## config.mk

```make
export PLATFORM = sky130hd
export DESIGN_NAME = fsm1_rd_responder
export DESIGN_NICKNAME = d
export VERILOG_FILES = /design/src/rtl/fsm1_rd_responder.sv
export SDC_FILE = /design/constraint.sdc
export NUM_CORES = 1
export LEC_CHECK = 0
export CAP_MARGIN = 15
export CORE_MARGIN = 2
export CORE_UTILIZATION = 30
export DETAILED_ROUTE_END_ITERATION = 6
export SLEW_MARGIN = 25
export SYNTH_ARGS = -nofsm -noshare
export SYNTH_HDL_FRONTEND = slang
export SYNTH_SLANG_ARGS = --single-unit
```

## constraint.sdc

```tcl
create_clock -name clk -period 2.3 [get_ports clk]
set_input_delay 0.46 -clock clk [delete_from_list [all_inputs] [get_ports clk]]
set_output_delay 0.46 -clock clk [all_outputs]
set_load 0.02 [all_outputs]
```

## src/rtl/fsm1_rd_responder.sv

```systemverilog
// Read responder for the fsm1 sequencer: drives wait-states and returns SEED+addr pattern data.
// Define FSM1_RD_RESPONDER_PARITY_EN to add the registered even-parity output rpar.
module fsm1_rd_responder #(
  parameter int unsigned     DW   = 8,
  parameter int unsigned     AW   = 4,
  parameter int unsigned     WW   = 3,
  parameter logic [DW-1:0]   SEED = DW'(8'hA0)
) (
  input  logic          clk,
  input  logic          rst_n,
  input  logic          rd,
  input  logic          ds,
  input  logic [WW-1:0] wait_cnt,
  input  logic          err_clr,
  output logic          ws,
  output logic [DW-1:0] rdata,
  output logic          rvalid,
  output logic [AW-1:0] addr,
`ifdef FSM1_RD_RESPONDER_PARITY_EN
  output logic          rpar,
`endif
  output logic          err
);

  typedef enum logic [1:0] {
    IDLE  = 2'd0,
    WAIT  = 2'd1,
    READY = 2'd2
  } state_t;

  state_t        state_q, state_d;
  logic [WW-1:0] cnt_q,   cnt_d;
  logic [AW-1:0] addr_q,  addr_d;
  logic [DW-1:0] rdata_q, rdata_d;
  logic          err_q,   err_d;
  logic          err_set;
  logic          load_rdata;

  always_comb begin
    state_d    = state_q;
    cnt_d      = cnt_q;
    addr_d     = addr_q;
    err_set    = 1'b0;
    load_rdata = 1'b0;
    unique case (state_q)
      IDLE: begin
        if (ds) err_set = 1'b1;
        if (rd) begin
          cnt_d = wait_cnt;
          if (wait_cnt != '0) begin
            state_d = WAIT;
          end else begin
            state_d    = READY;
            load_rdata = 1'b1;
          end
        end
      end
      WAIT: begin
        if (ds) err_set = 1'b1;
        cnt_d = cnt_q - WW'(1);
        if (!rd) begin
          state_d = IDLE;
          err_set = 1'b1;
        end else if (cnt_q == WW'(1)) begin
          state_d    = READY;
          load_rdata = 1'b1;
        end
      end
      READY: begin
        // rd held high here is simply the sequencer still waiting for its DONE
        if (ds) begin
          state_d = IDLE;
          addr_d  = addr_q + AW'(1);
        end else if (!rd) begin
          state_d = IDLE;
          err_set = 1'b1;
        end
      end
      default: state_d = IDLE;
    endcase

    rdata_d = load_rdata ? (SEED + DW'(addr_q)) : rdata_q;

    // A simultaneous set and clear leaves the flag set
    if (err_set)      err_d = 1'b1;
    else if (err_clr) err_d = 1'b0;
    else              err_d = err_q;
  end

  always_ff @(posedge clk or negedge rst_n) begin
    if (!rst_n) begin
      state_q <= IDLE;
      cnt_q   <= '0;
      addr_q  <= '0;
      rdata_q <= '0;
      err_q   <= 1'b0;
    end else begin
      state_q <= state_d;
      cnt_q   <= cnt_d;
      addr_q  <= addr_d;
      rdata_q <= rdata_d;
      err_q   <= err_d;
    end
  end

`ifdef FSM1_RD_RESPONDER_PARITY_EN
  logic rpar_q, rpar_d;

  always_comb begin
    rpar_d = load_rdata ? (^rdata_d) : rpar_q;
  end

  always_ff @(posedge clk or negedge rst_n) begin
    if (!rst_n) rpar_q <= 1'b0;
    else        rpar_q <= rpar_d;
  end

  assign rpar = rpar_q;
`endif

  assign ws     = (state_q == WAIT);
  assign rvalid = (state_q == READY);
  assign rdata  = rdata_q;
  assign addr   = addr_q;
  assign err    = err_q;

endmodule

```

# --- Yosys cells after proc, flatten, opt, wreduce, memory -nomap -nowiden ---
# Cells that the tools add are included.
word_totals:
  ff_bits: 18
  in_bits: 8
  out_inout_bits: 15
  elab_cells: 42
classes:
  addsub: 3
  n_eq_ne: 6
  mux: 21
  n_reduce_logical: 7
op_table:
  columns: ["op", "n"]
  rows:
  - ["$mux W2", 6]
  - ["$mux W1", 10]
  - ["$add A8 B4 Y8 const A", 1]
  - ["$pmux W2 S3", 1]
  - ["$pmux W3 S2", 1]
  - ["$add A4 B1 Y4 const B", 1]
  - ["$reduce_and A2 Y1", 2]
  - ["$reduce_bool A2 Y1", 2]
  - ["$eq A3 B1 Y1 const B", 1]
  - ["$mux W3", 1]
  - ["$ne A3 B2 Y1 const B", 1]
  - ["$ne A3 B3 Y1 const B", 1]
  - ["$pmux W1 S3", 1]
  - ["$reduce_and A3 Y1", 1]
  - ["$reduce_bool A3 Y1", 1]
  - ["$sub A3 B1 Y3 const B", 1]
  - ["$eq A2 B1 Y1 const B", 1]
  - ["$eq A2 B2 Y1 const B", 1]
  - ["$logic_not A2 Y1", 1]
  - ["$ne A2 B2 Y1 const B", 1]
  - ["$pmux W1 S2", 1]

# --- Logic depth before layout (Yosys ltp) ---
depth:
  ltp_word: 4
  mapped_depth: 5
  mapped_depth_nobuf: 5

# --- Worst setup path after synthesis ---
# OpenSTA, ideal clock, no wires.
synth_path:
  path_kind: "in2reg"
  start: "input port wait_cnt[0]"
  end: "register rdata_q[0], in the netlist rdata[0]"
  setup_ns: 0.125
  arrival_time_ns: 1.561
  required_ns: 2.175
  setup_slack_ns: 0.614
  cell_stages: 3
  n_path_buf: 0
  cell_sequence: "or3_4 -> a221oi_4 -> mux2_2"
synth_between:
  elab_chain_cells: 4
synth_lines:
  columns: ["element", "line", "rtl"]
  rows:
  - ["from (decl)", "13", "input logic [WW-1:0] wait_cnt,"]
  - ["$reduce_bool A3 Y1", "50", "if (wait_cnt != '0) begin"]
  - ["$mux W1", "50", null]
  - ["$mux W1", "48", "if (rd) begin"]
  - ["$pmux W1 S2", "45", "unique case (state_q)"]
  - ["to (signal assigned)", "101", "rdata_q <= rdata_d;"]
  - ["to (decl)", "34", "logic [DW-1:0] rdata_q, rdata_d;"]
# No other way between the ends.
# A chain may end at the register's enable or synchronous reset.

# --- Worst setup path after layout ---
layout_path:
  start: "register state_q[1]"
  end: "output port ws"
layout_between:
  elab_chain_cells: 1
layout_lines:
  columns: ["element", "line", "rtl"]
  rows:
  - ["from (decl)", "31", "state_t state_q, state_d;"]
  - ["from (signal assigned)", "98", "state_q <= state_d;"]
  - ["$eq A2 B1 Y1", "121", "assign ws = (state_q == WAIT);"]
  - ["to (decl)", "15", "output logic ws,"]
# No other way between the ends.

==> metrics.md <==
| Metric | Value |
|---|---|
| Final min period | 2.196 ns |
| CTS tree | yes |
| Slowest stage delay, CP | 0.60 ns |
| Largest net degree at the start of global routing | 16 |
| Worst EP arrival | 1.74 ns |
| Fin area | 0.001003 mm^2 |
| Area delta synth->final | 30.83% |
| CP Capture Type | output pin |
| Final Max Slew Viols | 0 |
| Fin Setup TNS | 0 ns |
| Starting Density | 0.3124 |
| Port Buf Inserts | 20 |
| Detailed-route DRC error count | 0 |
| I/O pin count | 23 |
| Post CTS Setup Buffer Count | 0 |
| First-pass GRT wire length | 2332 um |
| Crit-path max FO | 12 |
| Synth Warn # | 0 |
| Reg power frac | 0.444 |
| Die Wd | 54.57 um |
| Net count, final | 97 |
| Crit-path slowest cell | clkdlybuf4s50_1 |
| Die Span Y | 54.57 um |
| Crit path max-delay family | buffers and inverters |
| Number of flops mapped to enable cells by yosys | 0 |
| Tot GR Track Use | 0.1134 |
| Logic gate share of total power | 0.398 |
| Share of the synthesized area in the top cell type | 0.4894 |
| GPL Wtd Cong | 0.7119 |
| Final setup vio count | 0 |
| Wire per inst | 11.89 um |
| Drt via density | 4.757 |
| Vias | 547 |
| Cell Count, Final, Fillers Out | 115 |
| Clock share of power | 0.158 |
| Power Density | 952.5 mW/mm^2 |
| Synth Flop Type | dfrtp_1 |
| Synth Instances | 65 |
| Initial antenna violation count | 0 |
| Leak | 0.0004501 uW |
| Most frequent cell after synthesis | dfrtp_1 |
| # resized after CTS | 0 |
| #FFs+latches synth | 15 |
| Clock-pin slew on the worst setup and hold paths | 0.09 ns |
| Clock Sinks | 15 |
| Switching share of power | 0.3570 |
| VDD IR max | 507.8 uV |
| Syn avg cell area | 11.80 um^2 |
| Ant diodes | 0 |
| CP bufs+invs | 2 |
| Wirelength, routed | 1367 um |
| Htree depth | 1 |
| GRT overflow | 0 |
| Synth top area cells | dfrtp_1 49%, mux2_2 7.3%, ha_1 4.9% |
| Cell breakdown of the critical path | nand2b_2 -> inv_1 -> clkdlybuf4s50_1 |
| Max_slew headroom | 0.5551 |
| RSZ-0062 raised after global routing | no |
| HP Class | register to register |
| Internal power | 614.6 uW |
| Final antenna-violating net count | 0 |
| Pwr Total | 955.8 uW |
| Fraction of registers with async set/reset | 1.000 |
| Post-synth top cells | 15 x dfrtp_1, 5 x mux2_2, 4 x inv_1 |
| Startpoint Class | register |
| Fin Clk Skew | 0.001455 ns |
| FMAX | 455.4 MHz |
| First DRT Iteration DRCs | 6 |
| Max-cap violations | 0 |
| Die ar. | 0.002977 mm^2 |
| Worst setup path class | register to output pin |
| Period utilization | 0.9547 |
| Core footprint | 0.002455 mm^2 |
| Hpwl dp | 1047 um |
| Largest area contributor in the netlist | dfrtp_1 |
| Worst setup margin | 0.1043 ns |
| Cell area after placement | 977.2 um^2 |
| Sw power | 341.2 uW |
| Synthesized area | 767.0 um^2 |
| CP required | 1.84 ns |
| Yosys cell types | 31 |
| Layout cells sized above 1 | 0.1412 |
| Row count | 18 |
| CTS root buf | clkbuf_4 |
| Vias in the first global route | 532 |
| DR pass1 iterations | 4 |
| Clock Latency Late Sink | 0.28 ns |
| CTS Buffer Depth | 2 |
| Cells after DPL | 111 |
| TritonCTS Buffers | 3 |
| CTS Hold Buffers Added | 0 |
| Tightest Pin Transition | 0.6653 ns |
| Final Hold Viols | 0 |
| Worst slack, placed | 0.09195 ns |
| Run status | finished clean |
| Seq/Total Area, Yosys | 0.4894 |
[layout by cell type (no fill, tap or decap), types with 2 or more instances in the layout]
cell and count:
clkdlybuf4s50_1 20, dfrtp_1 15, mux2_2 5, inv_1 4
nand2b_1 3, nor2_1 3, o22a_1 3, ha_1 3
clkbuf_4 3, nor2b_1 2, a2bb2oi_1 2, xnor2_1 2
conb_1 2
[sequential cells by signal, summed over array words and instances, names as in the netlist]
name     count
addr         4
cnt_q        3
err          1
rdata        5
state_q      2
[path summary, 6_finish.rpt]
check | startpoint | end | slack (ns) | cells past startpoint
setup / recovery | state_q[1] | ws | 0.10 | 3
hold / removal | addr[3] | addr[3] | 0.50 | 1
setup reg to reg | cnt_q[1] | rdata[1] | 0.63 | 5
hold reg to reg | addr[3] | addr[3] | 0.50 | 1
max in group asynchronous | rst_n | cnt_q[1] | 1.30 | 1
min in group asynchronous | rst_n | addr[2] | 0.57 | 1
[cell type report]
cell class                      instances  area (um^2)
Clock buffer                            4        26.28
Fill cell                             251         1451
Multi-Input combinational cell         42        349.1
Sequential cell                        15        375.4
Inverter                                4        15.01
Timing Repair Buffer                   20        200.2
Tap cell                               30        37.54
[per-stage QoR]
| step | util | hold slack, ns |
|---|---|---|
| after floorplan | - | 0.1644 |
| after global placement | 0.3981 | 0.4856 |
| after detailed placement | 0.3981 | 0.4918 |
| after CTS | 0.4088 | 0.5066 |
| after global routing | 0.4088 | 0.5368 |
| final | 0.4088 | 0.4957 |
[routing by layer]
layer / share of wire / global-route usage
met5: 0 / 0
met3: 0.059 / 0.03279
met1: 0.51 / 0.1556
met4: 0.017 / 0.05417
met2: 0.41 / 0.1627
[power by group through the flow]
stage | registers [uW] | logic (uW) | clock network (uW)
final | 425 | 380 | 151
after global routing | 438 | 416 | 169
after detailed placement | 429 | 382 | 0
after global placement | 429 | 383 | 0
after floorplan | 459 | 191 | 0
after CTS | 425 | 387 | 159
[kinds of logic after synthesis]
group,count (synthesis),share of synthesized area
simple gates,17,0.1370
fa+ha+maj,3,0.04894
other cells,1,0.004889
mux,6,0.08646
buf+inv,9,0.06034
xor+xnor,3,0.03426
flops,15,0.4894
compound gates,11,0.1387
Power figures use the tool's default switching activity.
